File: src/rtl/entrada_numero_base_pkg.sv
`default_nettype none
// ============================================================================
// entrada_numero_base_pkg : base codes, radix lookup and FSM states for digit entry
// Rev 1.0
// ============================================================================
package entrada_numero_base_pkg;

  localparam logic [1:0] BASE_BIN = 2'b00;
  localparam logic [1:0] BASE_OCT = 2'b01;
  localparam logic [1:0] BASE_DEC = 2'b10;
  localparam logic [1:0] BASE_HEX = 2'b11;

  typedef enum logic [1:0] {
    VAZIO      = 2'd0,
    ACUMULANDO = 2'd1,
    ENVIANDO   = 2'd2,
    ERRO       = 2'd3
  } estado_t;

  function automatic logic [4:0] base_para_radix(input logic [1:0] base);
    logic [4:0] radix;
    case (base)
      BASE_BIN: radix = 5'd2;
      BASE_OCT: radix = 5'd8;
      BASE_DEC: radix = 5'd10;
      default:  radix = 5'd16;
    endcase
    return radix;
  endfunction

endpackage
`default_nettype wire

File: src/rtl/entrada_numero_base_condicionador_tecla.sv
`default_nettype none
// ============================================================================
// condicionador_tecla : synchronizer + debounce + one-cycle press pulse for an active-low key
// Rev 1.0
// ============================================================================
module condicionador_tecla #(
  parameter int DEBOUNCE_CICLOS = 500000,
  parameter int SYNC_ESTAGIOS   = 2
) (
  input  logic clk,
  input  logic rst_n,
  input  logic i_tecla_n,
  output logic o_evento
);

  localparam int CW = $clog2(DEBOUNCE_CICLOS + 1);

  logic [SYNC_ESTAGIOS-1:0] r_sync;
  logic                     r_estavel;
  logic                     r_estavel_ant;
  logic [CW-1:0]            r_cont;
  logic                     w_sincronizado;

  assign w_sincronizado = r_sync[SYNC_ESTAGIOS-1];

  always_ff @(posedge clk or negedge rst_n) begin
    if (!rst_n) begin
      r_sync        <= '1;
      r_estavel     <= 1'b1;
      r_estavel_ant <= 1'b1;
      r_cont        <= '0;
    end else begin
      r_sync[0] <= i_tecla_n;
      for (int k = 1; k < SYNC_ESTAGIOS; k++) begin
        r_sync[k] <= r_sync[k-1];
      end
      r_estavel_ant <= r_estavel;
      // Any cycle where the synced level agrees with the stable one restarts the count
      if (w_sincronizado != r_estavel) begin
        if (r_cont == CW'(DEBOUNCE_CICLOS - 1)) begin
          r_estavel <= w_sincronizado;
          r_cont    <= '0;
        end else begin
          r_cont <= r_cont + 1'b1;
        end
      end else begin
        r_cont <= '0;
      end
    end
  end

  assign o_evento = r_estavel_ant & ~r_estavel;

endmodule
`default_nettype wire

File: src/rtl/entrada_numero_base.sv
`default_nettype none
// ============================================================================
// entrada_numero_base : keyed digit entry in bin/oct/dec/hex, accumulated and offered over valid/ready
// Rev 1.0
// ============================================================================
module entrada_numero_base
  import entrada_numero_base_pkg::*;
#(
  parameter int LARGURA         = 8,
  parameter int MAX_DIGITOS     = 8,
  parameter int DEBOUNCE_CICLOS = 500000,
  parameter int SYNC_ESTAGIOS   = 2
) (
  input  logic               CLOCK_50,
  input  logic               reset_n,
  input  logic [1:0]         base_selecionada,
  input  logic [3:0]         digito,
  input  logic               tecla_digito_n,
  input  logic               tecla_enviar_n,
  input  logic               tecla_limpar_n,
  output logic [LARGURA-1:0] valor_parcial,
  output logic [3:0]         num_digitos,
  output logic [LARGURA-1:0] valor,
  output logic               valor_valido,
  input  logic               valor_pronto,
  output logic               erro_digito,
  output logic               erro_overflow,
  output logic               ocupado
);

  localparam int LN = LARGURA + 4;

  logic w_ev_digito;
  logic w_ev_enviar;
  logic w_ev_limpar;

  condicionador_tecla #(.DEBOUNCE_CICLOS(DEBOUNCE_CICLOS), .SYNC_ESTAGIOS(SYNC_ESTAGIOS)) u_tecla_digito (
    .clk(CLOCK_50), .rst_n(reset_n), .i_tecla_n(tecla_digito_n), .o_evento(w_ev_digito)
  );
  condicionador_tecla #(.DEBOUNCE_CICLOS(DEBOUNCE_CICLOS), .SYNC_ESTAGIOS(SYNC_ESTAGIOS)) u_tecla_enviar (
    .clk(CLOCK_50), .rst_n(reset_n), .i_tecla_n(tecla_enviar_n), .o_evento(w_ev_enviar)
  );
  condicionador_tecla #(.DEBOUNCE_CICLOS(DEBOUNCE_CICLOS), .SYNC_ESTAGIOS(SYNC_ESTAGIOS)) u_tecla_limpar (
    .clk(CLOCK_50), .rst_n(reset_n), .i_tecla_n(tecla_limpar_n), .o_evento(w_ev_limpar)
  );

  estado_t            r_estado, w_estado;
  logic [LARGURA-1:0] r_acc, w_acc;
  logic [3:0]         r_num, w_num;
  logic [LARGURA-1:0] r_valor, w_valor;
  logic               r_valido, w_valido;
  logic               r_erro_dig, w_erro_dig;
  logic               r_erro_ovf, w_erro_ovf;

  logic [4:0]    w_radix;
  logic [LN-1:0] w_novo;
  logic          w_novo_excede;
  logic          w_digito_invalido;
  logic          w_cheio;

  assign w_radix           = base_para_radix(base_selecionada);
  assign w_novo            = LN'(r_acc) * LN'(w_radix) + LN'(digito);
  assign w_novo_excede     = |w_novo[LN-1:LARGURA];
  assign w_digito_invalido = ({1'b0, digito} >= w_radix);
  assign w_cheio           = (r_num == 4'(MAX_DIGITOS));

  always_ff @(posedge CLOCK_50 or negedge reset_n) begin
    if (!reset_n) begin
      r_estado   <= VAZIO;
      r_acc      <= '0;
      r_num      <= '0;
      r_valor    <= '0;
      r_valido   <= 1'b0;
      r_erro_dig <= 1'b0;
      r_erro_ovf <= 1'b0;
    end else begin
      r_estado   <= w_estado;
      r_acc      <= w_acc;
      r_num      <= w_num;
      r_valor    <= w_valor;
      r_valido   <= w_valido;
      r_erro_dig <= w_erro_dig;
      r_erro_ovf <= w_erro_ovf;
    end
  end

  always_comb begin
    w_estado   = r_estado;
    w_acc      = r_acc;
    w_num      = r_num;
    w_valor    = r_valor;
    w_valido   = r_valido;
    w_erro_dig = r_erro_dig;
    w_erro_ovf = r_erro_ovf;
    case (r_estado)
      // Keys are ignored here so valid can only fall through an accepted handshake
      ENVIANDO: begin
        if (valor_pronto) begin
          w_valido = 1'b0;
          w_acc    = '0;
          w_num    = '0;
          w_estado = VAZIO;
        end
      end
      ERRO: begin
        if (w_ev_limpar) begin
          w_acc      = '0;
          w_num      = '0;
          w_erro_dig = 1'b0;
          w_erro_ovf = 1'b0;
          w_estado   = VAZIO;
        end
      end
      default: begin
        if (w_ev_limpar) begin
          w_acc      = '0;
          w_num      = '0;
          w_erro_dig = 1'b0;
          w_erro_ovf = 1'b0;
          w_estado   = VAZIO;
        end else if (w_ev_enviar) begin
          if (r_estado == ACUMULANDO) begin
            w_valor  = r_acc;
            w_valido = 1'b1;
            w_estado = ENVIANDO;
          end
        end else if (w_ev_digito) begin
          if (w_digito_invalido) begin
            w_erro_dig = 1'b1;
            w_estado   = ERRO;
          end else if (w_cheio || w_novo_excede) begin
            w_erro_ovf = 1'b1;
            w_estado   = ERRO;
          end else begin
            w_acc    = w_novo[LARGURA-1:0];
            w_num    = r_num + 4'd1;
            w_estado = ACUMULANDO;
          end
        end
      end
    endcase
  end

  assign valor_parcial = r_acc;
  assign num_digitos   = r_num;
  assign valor         = r_valor;
  assign valor_valido  = r_valido;
  assign erro_digito   = r_erro_dig;
  assign erro_overflow = r_erro_ovf;
  assign ocupado       = (r_estado != VAZIO);

endmodule
`default_nettype wire

File: config.mk
export PLATFORM = sky130hd
export DESIGN_NAME = entrada_numero_base
export DESIGN_NICKNAME = d
export VERILOG_FILES = /design/src/rtl/entrada_numero_base_pkg.sv /design/src/rtl/entrada_numero_base_condicionador_tecla.sv /design/src/rtl/entrada_numero_base.sv
export SDC_FILE = /design/constraint.sdc
export NUM_CORES = 1
export LEC_CHECK = 0
export BUFFER_PORTS_ARGS = -buffer_cell sky130_fd_sc_hd__buf_2
export CAP_MARGIN = 20
export CELL_PAD_IN_SITES_DETAIL_PLACEMENT = 1
export CELL_PAD_IN_SITES_GLOBAL_PLACEMENT = 2
export CORE_MARGIN = 2
export CORE_UTILIZATION = 25
export CTS_CLUSTER_DIAMETER = 120
export DETAILED_ROUTE_END_ITERATION = 16
export PLACE_DENSITY_LB_ADDON = 0.1
export SLEW_MARGIN = 20
export SYNTH_ARGS = -nofsm -noshare
export SYNTH_HDL_FRONTEND = slang
export SYNTH_HIERARCHICAL = 1
export SYNTH_SLANG_ARGS = --single-unit
export TNS_END_PERCENT = 100
File: constraint.sdc
create_clock -name CLOCK_50 -period 4.3 [get_ports CLOCK_50]
set_clock_uncertainty 0.05 [all_clocks]
set_input_delay 1.075 -clock CLOCK_50 [delete_from_list [all_inputs] [get_ports CLOCK_50]]
set_output_delay 1.075 -clock CLOCK_50 [all_outputs]
set_load 0.005 [all_outputs]
# After elaboration in Yosys (flattened, before gate mapping)
# Index checks and enable logic that the tools add are counted.
[totals]
regBits = 94
in_bits = 12
output_inout_bits = 24
word_cells = 127
[classes]
add_sub_neg = 5
mul = 1
n_lt_le_gt_ge = 1
n_eq_ne = 21
mux = 49
n_bitwise = 10
reduce_logical = 21
[op_table]
columns = ["operator", "count"]
rows = [
  ["19-bit two-way mux", 6],
  ["19-bit by 1-bit adder with 19-bit output (second input constant)", 3],
  ["19-bit equality test (second input constant)", 3],
  ["8-bit two-way mux", 7],
  ["4-bit two-way mux", 7],
  ["2-bit two-way mux", 8],
  ["8-bit one-hot mux with 2 select lines", 1],
  ["5-bit one-hot mux with 3 select lines", 1],
  ["1-bit two-way mux", 14],
  ["12-bit by 4-bit adder with 12-bit output", 1],
  ["8-bit by 5-bit multiplier with 12-bit output", 1],
  ["6-bit AND reduction", 2],
  ["2-bit nonzero test", 6],
  ["5-bit AND reduction", 2],
  ["4-bit one-hot mux with 2 select lines", 1],
  ["4-bit AND reduction", 2],
  ["1-bit NOT", 7],
  ["2-bit equality test (second input constant)", 3],
  ["2-bit by 1-bit inequality test with 1-bit output (second input constant)", 3],
  ["3-bit by 1-bit inequality test with 1-bit output (second input constant)", 2],
  ["1-bit one-hot mux with 2 select lines", 3],
  ["2-bit AND reduction", 3],
  ["4-bit by 5-bit greater-or-equal comparator with 1-bit output", 1],
  ["4-bit by 1-bit adder with 4-bit output (second input constant)", 1],
  ["14 further kinds", 20],
]

# Depth between registers and ports, before layout
# Gate-level depths: netlist of run 1.
[depth]
depth_word = 12
ltp_mapped = 16

# Hierarchy
# Netlist of run 1, hierarchy kept.
[by_module_without_submodules]
columns = ["module", "instances", "cells_each", "area_each_um2", "seq_area_each_um2"]
rows = [
  ["entrada_numero_base", 1, 252, 2349.8, 625.6],
  ["condicionador_tecla (u_tecla_digito ...)", 2, 107, 1116.1, 580.6],
  ["condicionador_tecla (u_tecla_enviar)", 1, 107, 1109.8, 580.6],
]

# Worst setup path before layout of run 1
# OpenSTA, ideal clock, no wires.
[synth_timing]
path_kind = "input-to-reg"
from = "in base_selecionada[0]"
to = "reg r_num[2] (netlist: num_digitos[2])"
setup_time_ps = 69
arrival_ps = 4537
setup_slack_ps = -356
path_stages = 12
path_buffers = 0
cell_sequence = "ha_1 -> and2_1 -> ha_1 -> ha_1 -> fa_1 -> fa_1 -> a21o_1 -> a21oi_2 -> mux2i_1 -> o2111ai_2 -> or4_1 -> nand3_1"
[synth_between]
elab_chain_cells = 8
word_cells_on_any_way = 12
classes_between = "1 x add/sub; 1 x mul; 1 x order compare; 4 x eq/ne; 1 x mux; 4 x reduce/logical"
[synth_lines]
columns = ["element", "line", "source"]
rows = [
  ["start: declaration", "entrada_numero_base.sv:16", "input logic [1:0] base_selecionada,"],
  ["2-bit equality test (tied with other cells)", "entrada_numero_base_pkg.sv:22", "case (base)"],
  ["5-bit one-hot mux with 3 select lines *", "entrada_numero_base_pkg.sv:22", ""],
  ["8-bit by 5-bit multiplier with 12-bit output", "entrada_numero_base.sv:62", "assign w_novo = LN'(r_acc) * LN'(w_radix) + LN'(digito);"],
  ["12-bit by 4-bit adder with 12-bit output", "entrada_numero_base.sv:62", ""],
  ["4-bit OR reduction", "entrada_numero_base.sv:63", "assign w_novo_excede = |w_novo[LN-1:LARGURA];"],
  ["1-bit logical OR", "entrada_numero_base.sv:131", "end else if (w_cheio || w_novo_excede) begin"],
  ["3-bit by 1-bit inequality test with 1-bit output (no source line)", "n/a", ""],
  ["6-bit AND reduction (no source line) *", "n/a", ""],
  ["end signal: assignment", "entrada_numero_base.sv:79", "r_num <= w_num;"],
  ["end: declaration", "entrada_numero_base.sv:49", "logic [3:0] r_num, w_num;"],
]
# Mark *: on every way between the ends. The rest lies on a longest branch, timed or not.
# A chain may end at the register's enable or synchronous reset.

# Final worst setup path of run 1
[layout_timing]
from = "in base_selecionada[0]"
to = "reg r_acc[0] (netlist: valor_parcial[0])"
[layout_between]
elab_chain_cells = 8
word_cells_on_any_way = 12
classes_between = "1 x add/sub; 1 x mul; 1 x order compare; 4 x eq/ne; 1 x mux; 4 x reduce/logical"
[layout_lines]
columns = ["element", "line", "source"]
rows = [
  ["2-bit equality test (tied with other cells)", "entrada_numero_base_pkg.sv:22", ""],
  ["5-bit one-hot mux with 3 select lines *", "entrada_numero_base_pkg.sv:22", ""],
  ["8-bit by 5-bit multiplier with 12-bit output", "entrada_numero_base.sv:62", ""],
  ["12-bit by 4-bit adder with 12-bit output", "entrada_numero_base.sv:62", ""],
  ["4-bit OR reduction", "entrada_numero_base.sv:63", ""],
  ["1-bit logical OR", "entrada_numero_base.sv:131", ""],
  ["3-bit by 1-bit inequality test with 1-bit output (no source line)", "n/a", ""],
  ["6-bit AND reduction (no source line) *", "n/a", ""],
  ["end signal: assignment", "entrada_numero_base.sv:78", "r_acc <= w_acc;"],
  ["end: declaration", "entrada_numero_base.sv:48", "logic [LARGURA-1:0] r_acc, w_acc;"],
]
# Marks and branches as above.

==> results of run 1 <==
## sequential cells by signal, indices dropped and copies added (netlist names)
name / cells
valor_valido: 1
u_tecla_digito/r_estavel: 1
u_tecla_limpar/r_sync: 2
erro_digito: 1
u_tecla_enviar/r_sync: 2
num_digitos: 4
u_tecla_enviar/r_estavel_ant: 1
u_tecla_limpar/r_estavel_ant: 1
u_tecla_digito/r_sync: 2
valor: 8
u_tecla_enviar/r_estavel: 1
u_tecla_limpar/r_cont: 19
erro_overflow: 1
u_tecla_limpar/r_estavel: 1
r_estado: 2
u_tecla_digito/r_estavel_ant: 1
valor_parcial: 8
u_tecla_digito/r_cont: 19
u_tecla_enviar/r_cont: 19
## power by group through the flow
stage / clock, mW / combinational [mW] / sequential [mW]
final: 0.872 / 0.0854 / 0.907
after global routing: 0.946 / 0.0995 / 0.909
after CTS: 0.915 / 0.0872 / 0.907
after detailed placement: 0 / 0.0837 / 0.924
after global placement: 0 / 0.0820 / 0.924
after floorplan: 0 / 0.0401 / 0.919
## stage by stage
stage	power (mW)	TNS (ns)	hold slack [ns]	utilization [%]
after floorplan	0.959	0	0.295	-
after global placement	1.01	-5.82	0.300	28.7
after detailed placement	1.01	-7.08	0.302	28.7
after CTS	1.91	-0.0909	0.312	30.8
after global routing	1.95	-0.963	0.318	31.4
final	1.86	0	0.311	31.4
## repair_timing
action	in CTS	in global routing
resized for setup	24	16
setup endpoints to repair	13	14
hold buffers	0	0
buffers inserted	3	1
pin swaps	13	9
## cell type report
| type | count | area [sq um] | area share [%] |
|---|---|---|---|
| Multi-Input combinational cell | 420 | 3390 | 48.1 |
| Sequential cell | 94 | 2370 | 33.6 |
| Timing Repair Buffer | 66 | 452 | 6.40 |
| Tap cell | 285 | 357 | 5.05 |
| Clock buffer | 12 | 246 | 3.49 |
| Inverter | 46 | 173 | 2.45 |
| Clock inverter | 4 | 70.1 | 0.993 |
## per-layer routing
| layer | wire length, microns | up-vias | track usage (%) |
|---|---|---|---|
| met4 | 171 | 0 | 3.57 |
| met3 | 259 | 12 | 2.14 |
| met5 | 0 | - | 0 |
| met1 | 6640 | 2171 | 16.1 |
| li1 | - | 2102 | - |
| met2 | 7490 | 28 | 23.1 |
## worst max-delay path, stage by stage
cell	delay, ns
sky130_fd_sc_hd__buf_8	0.10
sky130_fd_sc_hd__ha_4	0.25
sky130_fd_sc_hd__and2_4	0.17
sky130_fd_sc_hd__ha_4	0.24
sky130_fd_sc_hd__ha_4	0.27
sky130_fd_sc_hd__fa_2	0.47
sky130_fd_sc_hd__fa_2	0.36
sky130_fd_sc_hd__a21o_1	0.22
sky130_fd_sc_hd__a21oi_4	0.19
sky130_fd_sc_hd__mux2i_2	0.29
sky130_fd_sc_hd__o2111ai_4	0.23
sky130_fd_sc_hd__nor3_4	0.24
sky130_fd_sc_hd__buf_12	0.17
sky130_fd_sc_hd__mux2i_1	0.20
## cells by family after synthesis
logic type / count (synthesis) / synth area share (%)
compound gates: 55 / 7.25
xor+xnor: 50 / 8.22
fa+ha+maj: 48 / 11.3
buf+inv: 59 / 4.26
flops: 94 / 41.6
mux: 24 / 4.46
simple gates: 243 / 22.9
## path summary, 6_finish.rpt
| check | from | to | slack, ns |
|---|---|---|---|
| min | u_tecla_limpar/r_sync[0] | u_tecla_limpar/r_sync[1] | 0.31 |
| max in group asynchronous | reset_n | u_tecla_digito/r_estavel | 2.59 |
| min reg2reg | u_tecla_limpar/r_sync[0] | u_tecla_limpar/r_sync[1] | 0.31 |
| max reg2reg | valor_parcial[2] | valor_parcial[0] | 0.53 |
| min in group asynchronous | reset_n | u_tecla_limpar/r_cont[12] | 0.74 |
| max | base_selecionada[0] | valor_parcial[0] | 0.02 |
## Yosys cell counts, types with 13 or more instances
master,n
sky130_fd_sc_hd__dfrtp_1,82
sky130_fd_sc_hd__xnor2_1,35
sky130_fd_sc_hd__nand3_1,27
sky130_fd_sc_hd__nor3_1,13
sky130_fd_sc_hd__nor2_1,62
sky130_fd_sc_hd__nand4_1,14
sky130_fd_sc_hd__ha_1,42
sky130_fd_sc_hd__mux2i_1,13
sky130_fd_sc_hd__inv_1,46
sky130_fd_sc_hd__nor4_1,16
sky130_fd_sc_hd__and2_1,18
sky130_fd_sc_hd__a21oi_1,15
sky130_fd_sc_hd__nand2_1,44
sky130_fd_sc_hd__o21ai_0,14
==> metrics.txt, run 1 <==
predominant post-synthesis flop cell=sky130_fd_sc_hd__dfrtp_1; global routing usage summed across all routing layers=roughly an eighth; share of cells above drive strength 1=approximately 25%; kind of end point of the critical path=register; summed area of non-filler cells in the final layout=7060 sq um; net switching share of the total power=22.1%; Setup crit start kind=input pin; Root Buffer Master=sky130_fd_sc_hd__clkbuf_16; final-report max-slew violation count=0; most used cells in the layout excluding fill and tap cells=82 x sky130_fd_sc_hd__dfrtp_1, 61 x sky130_fd_sc_hd__nor2_1, 43 x sky130_fd_sc_hd__inv_1, 43 x sky130_fd_sc_hd__nand2_1, 35 x sky130_fd_sc_hd__xnor2_1; Hold Fails Final Rpt=0; data arrival at the endpoint of the critical path=4.49 ns; total of fill cells in the finished design=2,512; maximum fanout along the worst path=8; Slew HR=a little under a third; final estimated routing congestion in global placement=around 0.79; number of antenna violations at the first check in global routing=0; PortBufs=35; non-filler cells, final=approximately 930; Initial Util=around a quarter; post-layout min period=about 4.3 ns; flop and latch count out of synthesis=94; critical path data required time=4.51 ns; Post-Syn Nets=around 630; average detailed-routed wire length per instance=15.7 microns; number of clock sinks seen by CTS=94; Final setup violation count=0; # placed instances=between 900 and 1,000; number of synthesized flops with an enable pin=0; Gate power share=approximately 4.6%; Yosys top cell by area=sky130_fd_sc_hd__dfrtp_1; kind of critical path=in2reg; switching power=slightly above 400 uW; placeable core region=around 23,000 sq um; result of the run=completed; setup repair after global routing missed its margin=yes; synthesized instance count=between 500 and 600; Detailed Route WL=between 10,000 and 15,000 microns; Core Rows=55; portion of total power attributed to sequential cells=between 40% and 50%; largest buffer count on any clock path=2; horizontal die dimension=155 microns; net total in the final layout=roughly 700; Syn Area/Cell=about 9.9 sq um; share of the clock period used by the worst path after layout=between 90 and 100%; Final HPWL DP=10,900 microns; TritonCTS clock tree=done; DIE HEIGHT=~150 microns; worst-margin pin slew=1.02 ns; clock-pin slew on the worst setup and hold paths=about 0.07 ns; classification of the worst-slack hold path=reg2reg; count of inserted antenna diode cells=0; Max Clock Freq=around 0.23 GHz; area post-placement=roughly 6500 sq um; synth top area cells=sky130_fd_sc_hd__dfrtp_1 36%, sky130_fd_sc_hd__ha_1 9.2%, sky130_fd_sc_hd__dfstp_2 5.5%; Synth async-reset ratio=100%; maximum number of pins on one net before global-route repair=57; internal cell power=approximately 1.5 mW; leading cell type in the layout, fill and taps excluded=sky130_fd_sc_hd__dfrtp_1; die area=between 20,000 and 25,000 sq um; drt initial violations=99; number of library cell types mapped by synthesis=57; number of max-cap violations=0; depth of the worst register-to-register path=13; share of synthesized area occupied by flip-flops and latches=41.6%; area added between synthesis and finish=24.0%; I/O pins=36; static power due to leakage=a little over 3 nW; combined area of all synthesized cells=approximately 5700 sq um; CTS buffer count=9; clock network fraction of design power=between 40% and 50%; number of global-route vias before repair=4,800; Yosys warning count=6; Antenna Nets Post-Route=0; pre-CTS setup slack=-0.561 ns; via count=around 4,300; Initial DRT Pass Iterations=4; WHS Path Cells=0; # DRC=0; first-pass GRT wire length=24,800 microns; source-to-sink clock delay at the later pin of the worst-skew pair=0.35 ns; VDD IR-drop max=approximately 0.14 mV; depth of the CTS H-tree=3; top-area cell type share of the netlist area=36.1%; power density cells=264 nW/um^2; drt via density=between 4 and 5; leftover overflow at the end of global routing=0; final worst setup slack=0.0229 ns
Note: power is estimated with default switching activity, not from simulation.
==> inputs of run 2 (changes only) <==
SYNTH_HIERARCHICAL = unset   (was 1)
==> run 2 against run 1 <==
Power down 2.0%. Fmax up 0.76%. Final area down 3.7%. Critical path depth up 2. Combinational power down 8.2%. Hold slack worse by 0.00081 ns. Highest routed layer unchanged.
==> metrics.txt, run 2 <==
result of the run=completed (unchanged); CTS hold repair buffers=0 (unchanged); detailed route wirelength on metal3=396 microns (was 259 microns); Setup crit start kind=input pin (unchanged); WL met2=6400 microns (was 7490 microns); kind of critical path=in2reg (unchanged); r2r setup slk=0.63 ns (was 0.53 ns); classification of the worst-slack hold path=reg2reg (unchanged); depth of the CTS H-tree=3 (unchanged); final worst setup slack=0.0551 ns (was 0.0229 ns); TritonCTS clock tree=done (unchanged); leading cell type in the layout, fill and taps excluded=sky130_fd_sc_hd__dfrtp_1 (unchanged); largest buffer count on any clock path=2 (unchanged); maximum fanout along the worst path=7 (was 8); synth top area cells=sky130_fd_sc_hd__dfrtp_1 38%, sky130_fd_sc_hd__ha_1 9.9%, sky130_fd_sc_hd__dfstp_2 5.9% (was sky130_fd_sc_hd__dfrtp_1 36%, sky130_fd_sc_hd__ha_1 9.2%, sky130_fd_sc_hd__dfstp_2 5.5%); net switching share of the total power=23.6% (was 22.1%); Final setup violation count=0 (unchanged); CTS buffer count=9 (unchanged); Final HPWL DP=9780 microns (was 10,900 microns); biggest registers after layout=u_tecla_digito.r_cont (19), u_tecla_enviar.r_cont (19), u_tecla_limpar.r_cont (19) (was u_tecla_digito/r_cont (19), u_tecla_enviar/r_cont (19), u_tecla_limpar/r_cont (19)); number of synthesized flops with an enable pin=0 (unchanged); placeable core region=21,000 sq um (was 22,500 sq um); final estimated routing congestion in global placement=0.783 (was 0.785); critical path data required time=4.49 ns (was 4.51 ns); worst-margin pin slew=0.780 ns (was 1.02 ns); combined area of the multi-input logic cells=3210 sq um (was 3390 sq um); uppermost routed layer=met4 (unchanged); depth of the worst register-to-register path=14 (was 13); synthesized instance count=529 (was 573); leftover overflow at the end of global routing=0 (unchanged); Root Buffer Master=sky130_fd_sc_hd__clkbuf_16 (unchanged); # DRC=0 (unchanged); reg-to-reg startpoint=valor_parcial[2] (unchanged); data arrival at the endpoint of the critical path=4.44 ns (was 4.49 ns); Setup TNS=0 ns (unchanged); most repeated cell in the gate-level netlist after synthesis=sky130_fd_sc_hd__dfrtp_1 (unchanged); portion of total power attributed to sequential cells=49.5% (was 48.7%); combined area of all synthesized cells=5330 sq um (was 5690 sq um); CP Launch Point=base_selecionada[1] (was base_selecionada[0]); most used standard cells in the synthesized netlist=82 x sky130_fd_sc_hd__dfrtp_1, 66 x sky130_fd_sc_hd__nor2_1, 43 x sky130_fd_sc_hd__nand2_1, 42 x sky130_fd_sc_hd__ha_1, 33 x sky130_fd_sc_hd__inv_1 (was 82 x sky130_fd_sc_hd__dfrtp_1, 62 x sky130_fd_sc_hd__nor2_1, 46 x sky130_fd_sc_hd__inv_1, 44 x sky130_fd_sc_hd__nand2_1, 42 x sky130_fd_sc_hd__ha_1); clock network fraction of design power=46.2% (was 46.8%); overall power after layout=1.83 mW (was 1.86 mW); Syn Area/Cell=10.1 sq um (was 9.93 sq um); Yosys top cell by area=sky130_fd_sc_hd__dfrtp_1 (unchanged); share of cells above drive strength 1=27.1% (was 24.8%); net total in the final layout=656 (was 697); setup repair after global routing missed its margin=yes (unchanged); top-area cell type share of the netlist area=38.5% (was 36.1%); die area=22,500 sq um (was 24,000 sq um); drt initial violations=135 (was 99); maximum number of pins on one net before global-route repair=59 (was 57); number of max-cap violations=0 (unchanged); Hold Fails Final Rpt=0 (unchanged); number of antenna violations at the first check in global routing=1 (was 0); total of fill cells in the finished design=2,391 (was 2,512); VDD IR-drop max=0.199 mV (was 0.142 mV); combined flip-flop and latch cell area=2370 sq um (unchanged); power density cells=269 nW/um^2 (was 264 nW/um^2); final-report max-slew violation count=0 (unchanged); Slew HR=47.3% (was 31.7%); static power due to leakage=3.04 nW (was 3.09 nW); Max Clock Freq=0.236 GHz (was 0.234 GHz); Initial Util=25.4% (was 25.3%); worst reg2reg path endpoint=num_digitos[2] (was valor_parcial[0]); global routing usage summed across all routing layers=12.9% (about the same); first-pass GRT wire length=22,600 microns (was 24,800 microns); most used cells in the layout excluding fill and tap cells=82 x sky130_fd_sc_hd__dfrtp_1, 66 x sky130_fd_sc_hd__nor2_1, 41 x sky130_fd_sc_hd__nand2_1 (was 82 x sky130_fd_sc_hd__dfrtp_1, 61 x sky130_fd_sc_hd__nor2_1, 43 x sky130_fd_sc_hd__inv_1, 43 x sky130_fd_sc_hd__nand2_1, 35 x sky130_fd_sc_hd__xnor2_1); PortBufs=35 (unchanged); pre-CTS setup slack=-0.490 ns (was -0.561 ns); number of clock sinks seen by CTS=94 (unchanged); kind of end point of the critical path=register (unchanged); DIE HEIGHT=150 microns (was 155 microns); Gate power share=4.3% (was 4.6%); switching power=431 uW (was 411 uW); source-to-sink clock delay at the later pin of the worst-skew pair=0.36 ns (was 0.35 ns); predominant post-synthesis flop cell=sky130_fd_sc_hd__dfrtp_1 (unchanged); Post-Syn Nets=589 (was 633); Detailed Route WL=13,500 microns (was 14,600 microns); via count=3,999 (was 4,313); share of synthesized area occupied by flip-flops and latches=44.4% (was 41.6%); share of the clock period used by the worst path after layout=98.7% (was 99.5%); clock-pin slew on the worst setup and hold paths=0.07 ns (about the same); I/O pins=36 (unchanged); horizontal die dimension=150 microns (was 155 microns); drt via density=4.56 (was 4.65); post-layout min period=4.24 ns (was 4.28 ns); Core Rows=53 (was 55); number of library cell types mapped by synthesis=54 (was 57); Yosys warning count=0 (was 6); Antenna Nets Post-Route=0 (unchanged); Initial DRT Pass Iterations=4 (unchanged); Synth async-reset ratio=100% (unchanged); met1 WL=6400 microns (was 6640 microns); area added between synthesis and finish=27.4% (was 24.0%); flop and latch count out of synthesis=94 (unchanged); worst hold slack across all endpoints=0.310 ns (was 0.311 ns); critical path endpoint=num_digitos[2] (was valor_parcial[0]); internal cell power=1.40 mW (was 1.45 mW); average detailed-routed wire length per instance=15.4 microns (was 15.7 microns); number of global-route vias before repair=4,293 (was 4,800)
run 2: cell count changes in the layout (fill, tap and decap cells not counted), moves of 5 or more:
cell                      change
sky130_fd_sc_hd__a22o_1       +8
sky130_fd_sc_hd__xor2_1      +20
sky130_fd_sc_hd__ha_1         -8
sky130_fd_sc_hd__and4_1       +5
sky130_fd_sc_hd__and3_1       +6
sky130_fd_sc_hd__ha_4         +9
sky130_fd_sc_hd__mux2i_1     -11
sky130_fd_sc_hd__inv_1       -17
sky130_fd_sc_hd__nand4_1      -9
sky130_fd_sc_hd__xnor2_1     -16
sky130_fd_sc_hd__nor4_1      -13
sky130_fd_sc_hd__nor3_1       -7
sky130_fd_sc_hd__nor2_1       +5
run 2: power groups by stage:
stage          combinational, mW  clock (mW)  sequential (mW)
6_report                  0.0784       0.845            0.904
5_1_grt                   0.0927       0.917            0.906
4_1_cts                   0.0790       0.884            0.904
3_5_place_dp              0.0761           0            0.921
3_3_place_gp              0.0754           0            0.921
2_1_floorplan             0.0331           0            0.919
run 2: worst min-delay path by stage:
stage,start,endpoint,slack [ns],cells after the start
2_1_floorplan,u_tecla_digito.r_sync[0],u_tecla_digito.r_sync[1],0.30,0
3_3_place_gp,u_tecla_limpar.r_sync[0],u_tecla_limpar.r_sync[1],0.30,0
3_5_place_dp,u_tecla_digito.r_sync[0],u_tecla_digito.r_sync[1],0.30,0
4_1_cts,u_tecla_digito.r_sync[0],u_tecla_digito.r_sync[1],0.31,0
5_1_grt,u_tecla_enviar.r_sync[0],u_tecla_enviar.r_sync[1],0.32,0
6_report,u_tecla_digito.r_sync[0],u_tecla_digito.r_sync[1],0.31,0
run 2: what timing repair did:
| action | 4_1_cts | 5_1_grt |
|---|---|---|
| setup buffers | 2 | 8 |
| setup endpoints to repair | 13 | 14 |
| gates resized for setup | 14 | 36 |
| pin swaps | 6 | 19 |
run 2: routing by layer:
metal  vias to the layer above  global-route usage (%)
met3                        17                    2.47
met5                         -                       0
met2                        39                    20.9
li1                       1942                       -
met1                      2001                    16.9
met4                         0                    5.05
run 2: metrics by stage:
step / cell area (sq um) / util [%] / std cells
global placement: 6110 / 29.2 / 850
finish: 6790 / 32.4 / 877
floorplan: 5480 / - / 529
global route: 6790 / 32.4 / 876
detailed placement: 6110 / 29.2 / 850
CTS: 6500 / 31.0 / 868
run 2: critical path, stage by stage:
cell	delay, ns
sky130_fd_sc_hd__buf_6	0.10
sky130_fd_sc_hd__ha_4	0.26
sky130_fd_sc_hd__and2_4	0.17
sky130_fd_sc_hd__ha_4	0.27
sky130_fd_sc_hd__ha_4	0.19
sky130_fd_sc_hd__fa_2	0.59
sky130_fd_sc_hd__ha_4	0.22
sky130_fd_sc_hd__a211o_1	0.30
sky130_fd_sc_hd__o211ai_4	0.11
sky130_fd_sc_hd__buf_6	0.13
sky130_fd_sc_hd__o41a_2	0.14
sky130_fd_sc_hd__nand4_4	0.11
sky130_fd_sc_hd__nor3_4	0.29
sky130_fd_sc_hd__buf_4	0.16
sky130_fd_sc_hd__a21oi_1	0.06
sky130_fd_sc_hd__a211o_1	0.26
run 2: cell type report:
class | count | share of cell area [%]
multi-input combinational | 393 | 47.3
sequential | 94 | 34.8
timing repair buffer | 65 | 6.46
tap | 275 | 5.06
clock buffer | 12 | 3.63
inverter | 33 | 1.90
clock inverter | 4 | 0.810
antenna | 1 | 0.0368
run 2: logic make-up (layout without fill, tap and decap cells):
| kind of cell | after synthesis | in the layout | share of synthesized area, % |
|---|---|---|---|
| AND/OR/NAND/NOR | 220 | 220 | 21.2 |
| buffers and inverters | 42 | 114 | 3.24 |
| AO/OA/AOI/OAI | 61 | 61 | 7.93 |
| adder cells (fa/ha/maj) | 48 | 48 | 12.1 |
| other | 0 | 1 | 0 |
| XOR/XNOR | 51 | 51 | 8.38 |
| flip-flops | 94 | 94 | 44.4 |
| multiplexers | 13 | 13 | 2.72 |
==> inputs of run 3 (changes only) <==
CORE_MARGIN = unset   (was 2)
CORE_UTILIZATION = 40   (was 25)
PLACE_DENSITY = 0.9   (was unset)
PLACE_DENSITY_LB_ADDON = unset   (was 0.1)
==> run 3 against run 2 <==
The flow now finishes with violations (negative setup slack). Critical path depth grew 1. Power fell by 2.0%. Final cell count shrank 12%. Largest power group unchanged. Setup slack worse by 0.12 ns.
==> metrics.txt, run 3 (synthesized netlist as in run 2, its figures left out) <==
result of the run=finished with violations (was completed); violated checks=negative setup slack; power density cells=271 nW/um^2 (was 269 nW/um^2); number of antenna violations at the first check in global routing=0 (was 1); Antenna Nets Post-Route=0 (unchanged); leftover overflow at the end of global routing=0 (unchanged); Detailed Route WL=13,600 microns (was 13,500 microns); total of fill cells in the finished design=1,423 (was 2,391); final core area utilization=51.5% (was 32.4%); count of inserted antenna diode cells=0 (was 1); pre-CTS setup slack=-0.499 ns (was -0.490 ns); Max Clock Freq=0.229 GHz (was 0.236 GHz); final worst setup slack=-0.0687 ns (was 0.0551 ns); most used cells in the layout excluding fill and tap cells=82 x sky130_fd_sc_hd__dfrtp_1, 66 x sky130_fd_sc_hd__nor2_1, 41 x sky130_fd_sc_hd__nand2_1 (unchanged); drt via density=5.31 (was 4.56); list of cells traversed by the critical path=buf_6 > ha_4 > and2_4 > ha_4 > inv_2 > fa_1 > inv_1 > ha_4 > ha_4 > inv_2 > a221o_1 > a211oi_4 > nand4_4 > nor3_4 > buf_6 > o21bai_4 > mux2_4 (was buf_6 > ha_4 > and2_4 > ha_4 > ha_4 > fa_2 > ha_4 > a211o_1 > o211ai_4 > buf_6 > o41a_2 > nand4_4 > nor3_4 > buf_4 > a21oi_1 > a211o_1); largest buffer count on any clock path=2 (unchanged); worst-margin pin slew=0.777 ns (was 0.780 ns); I/O pins=36 (unchanged); CTS buffer count=9 (unchanged); die area=13,800 sq um (was 22,500 sq um); first-pass GRT wire length=22,300 microns (was 22,600 microns); Setup crit start kind=input pin (unchanged); number of max-cap violations=0 (unchanged); Root Buffer Master=sky130_fd_sc_hd__clkbuf_16 (unchanged); kind of end point of the critical path=register (unchanged); worst reg2reg path endpoint=num_digitos[0] (was num_digitos[2]); reg-to-reg startpoint=valor_parcial[4] (was valor_parcial[2]); via count=4,092 (was 3,999); maximum cell stage delay along the critical path=0.47 ns (was 0.59 ns); net total in the final layout=654 (was 656); depth of the worst register-to-register path=15 (was 14); kind of critical path=in2reg (unchanged); Initial Util=41.6% (was 25.4%); post-layout min period=4.37 ns (was 4.24 ns); maximum number of pins on one net before global-route repair=83 (was 59); Crit path top cell by count=sky130_fd_sc_hd__ha_4 (unchanged); VDD IR-drop max=0.159 mV (was 0.199 mV); clock-pin slew on the worst setup and hold paths=0.06 ns (was 0.07 ns); source-to-sink clock delay at the later pin of the worst-skew pair=0.35 ns (was 0.36 ns); number of global-route vias before repair=4,495 (was 4,293); Initial DRT Pass Iterations=4 (unchanged); Final HPWL DP=9120 microns (was 9780 microns); Final setup violation count=11 (was 0); non-filler cells, final=771 (was 877); hold path startpoint=u_tecla_enviar.r_sync[0] (was u_tecla_digito.r_sync[0]); slowest cell on the critical path=sky130_fd_sc_hd__fa_1 (was sky130_fd_sc_hd__fa_2); number of clock sinks seen by CTS=94 (unchanged); maximum fanout along the worst path=8 (was 7); Hold EP=u_tecla_enviar.r_sync[1] (was u_tecla_digito.r_sync[1]); critical path data required time=4.48 ns (was 4.49 ns); Slew HR=48.2% (was 47.3%); biggest registers after layout=u_tecla_digito.r_cont (19), u_tecla_enviar.r_cont (19), u_tecla_limpar.r_cont (19) (unchanged); static power due to leakage=3.05 nW (was 3.04 nW); r2r setup slk=0.52 ns (was 0.63 ns); leading cell type in the layout, fill and taps excluded=sky130_fd_sc_hd__dfrtp_1 (unchanged); TritonCTS clock tree=done (unchanged); # placed instances=744 (was 850); PortBufs=35 (unchanged); Hold Fails Final Rpt=0 (unchanged); average detailed-routed wire length per instance=17.6 microns (was 15.4 microns); data arrival at the endpoint of the critical path=4.55 ns (was 4.44 ns); share of cells above drive strength 1=26.5% (was 27.1%); horizontal die dimension=117 microns (was 150 microns); placeable core region=12,800 sq um (was 21,000 sq um); final estimated routing congestion in global placement=0.849 (was 0.783); setup repair after global routing missed its margin=yes (unchanged); drt initial violations=154 (was 135); global routing usage summed across all routing layers=20.2% (was 12.9%); area added between synthesis and finish=23.8% (was 27.4%); CTS hold repair buffers=0 (unchanged); classification of the worst-slack hold path=reg2reg (unchanged); depth of the CTS H-tree=3 (unchanged); Core Rows=41 (was 53); share of the clock period used by the worst path after layout=102% (was 98.7%); final-report max-slew violation count=0 (unchanged); WHS Path Cells=0 (unchanged); DIE HEIGHT=117 microns (was 150 microns); # DRC=0 (unchanged)
-- run 3: per-stage QoR --
step / hold slack (ns) / cell area (sq um) / TNS [ns] / total power [mW]
floorplan: 0.295 / 5480 / -0.553 / 0.952
global placement: 0.297 / 5950 / -4.54 / 0.988
detailed placement: 0.298 / 5950 / -6.25 / 0.992
CTS: 0.307 / 6400 / 0 / 1.82
global route: 0.308 / 6600 / -1.36 / 1.86
finish: 0.306 / 6600 / -0.448 / 1.79
-- run 3: routing by layer --
| layer | part of all wire (%) | vias to the layer above | global-route usage, % |
|---|---|---|---|
| met5 | 0 | - | 0 |
| met4 | 2.3 | 0 | 7.45 |
| met3 | 1.8 | 19 | 3.29 |
| met2 | 52 | 52 | 35.5 |
| met1 | 44 | 2076 | 24.9 |
| li1 | - | 1945 | - |
-- run 3: area by class of cell --
cell class	count	area (sq um)	area share [%]
clock buffer	12	256	3.89
clock inverter	4	45.0	0.682
inverter	33	124	1.88
multi-input combinational	394	3170	48.1
sequential	94	2370	35.9
tap	172	215	3.26
timing repair buffer	62	419	6.35
-- run 3: timing repair --
action | in CTS | in global routing
setup endpoints to repair | 14 | 14
gates cloned | 0 | 1
setup buffers | 5 | 5
endpoints found under the hold margin | 0 | 0
gates resized for setup | 20 | 26
pin swaps | 9 | 25
-- run 3: power breakdown --
group / switching (mW) / leakage (nW) / internal (mW)
logic: 0.0477 / 1.65 / 0.0248
clock network: 0.334 / 0.152 / 0.480
registers: 0.00861 / 1.25 / 0.897
total: 0.390 / 3.05 / 1.40
-- run 3: critical path: cells and delay by family --
kind / cells / cell delay, ns
fa+ha+maj: 5 / 1.43
mux: 1 / 0.28
compound gates: 3 / 0.74
simple gates: 3 / 0.58
buf+inv: 5 / 0.43
-- run 3: how the worst max path moves through the flow --
stage | start | end | slack, ns | cells past startpoint
2_1_floorplan | base_selecionada[1] | num_digitos[0] | -0.08 | 17
3_3_place_gp | base_selecionada[1] | num_digitos[3] | -0.37 | 17
3_5_place_dp | base_selecionada[1] | num_digitos[3] | -0.50 | 17
4_1_cts | base_selecionada[1] | num_digitos[3] | 0.001 | 18
5_1_grt | base_selecionada[1] | valor_parcial[0] | -0.15 | 17
6_report | base_selecionada[1] | num_digitos[0] | -0.07 | 17
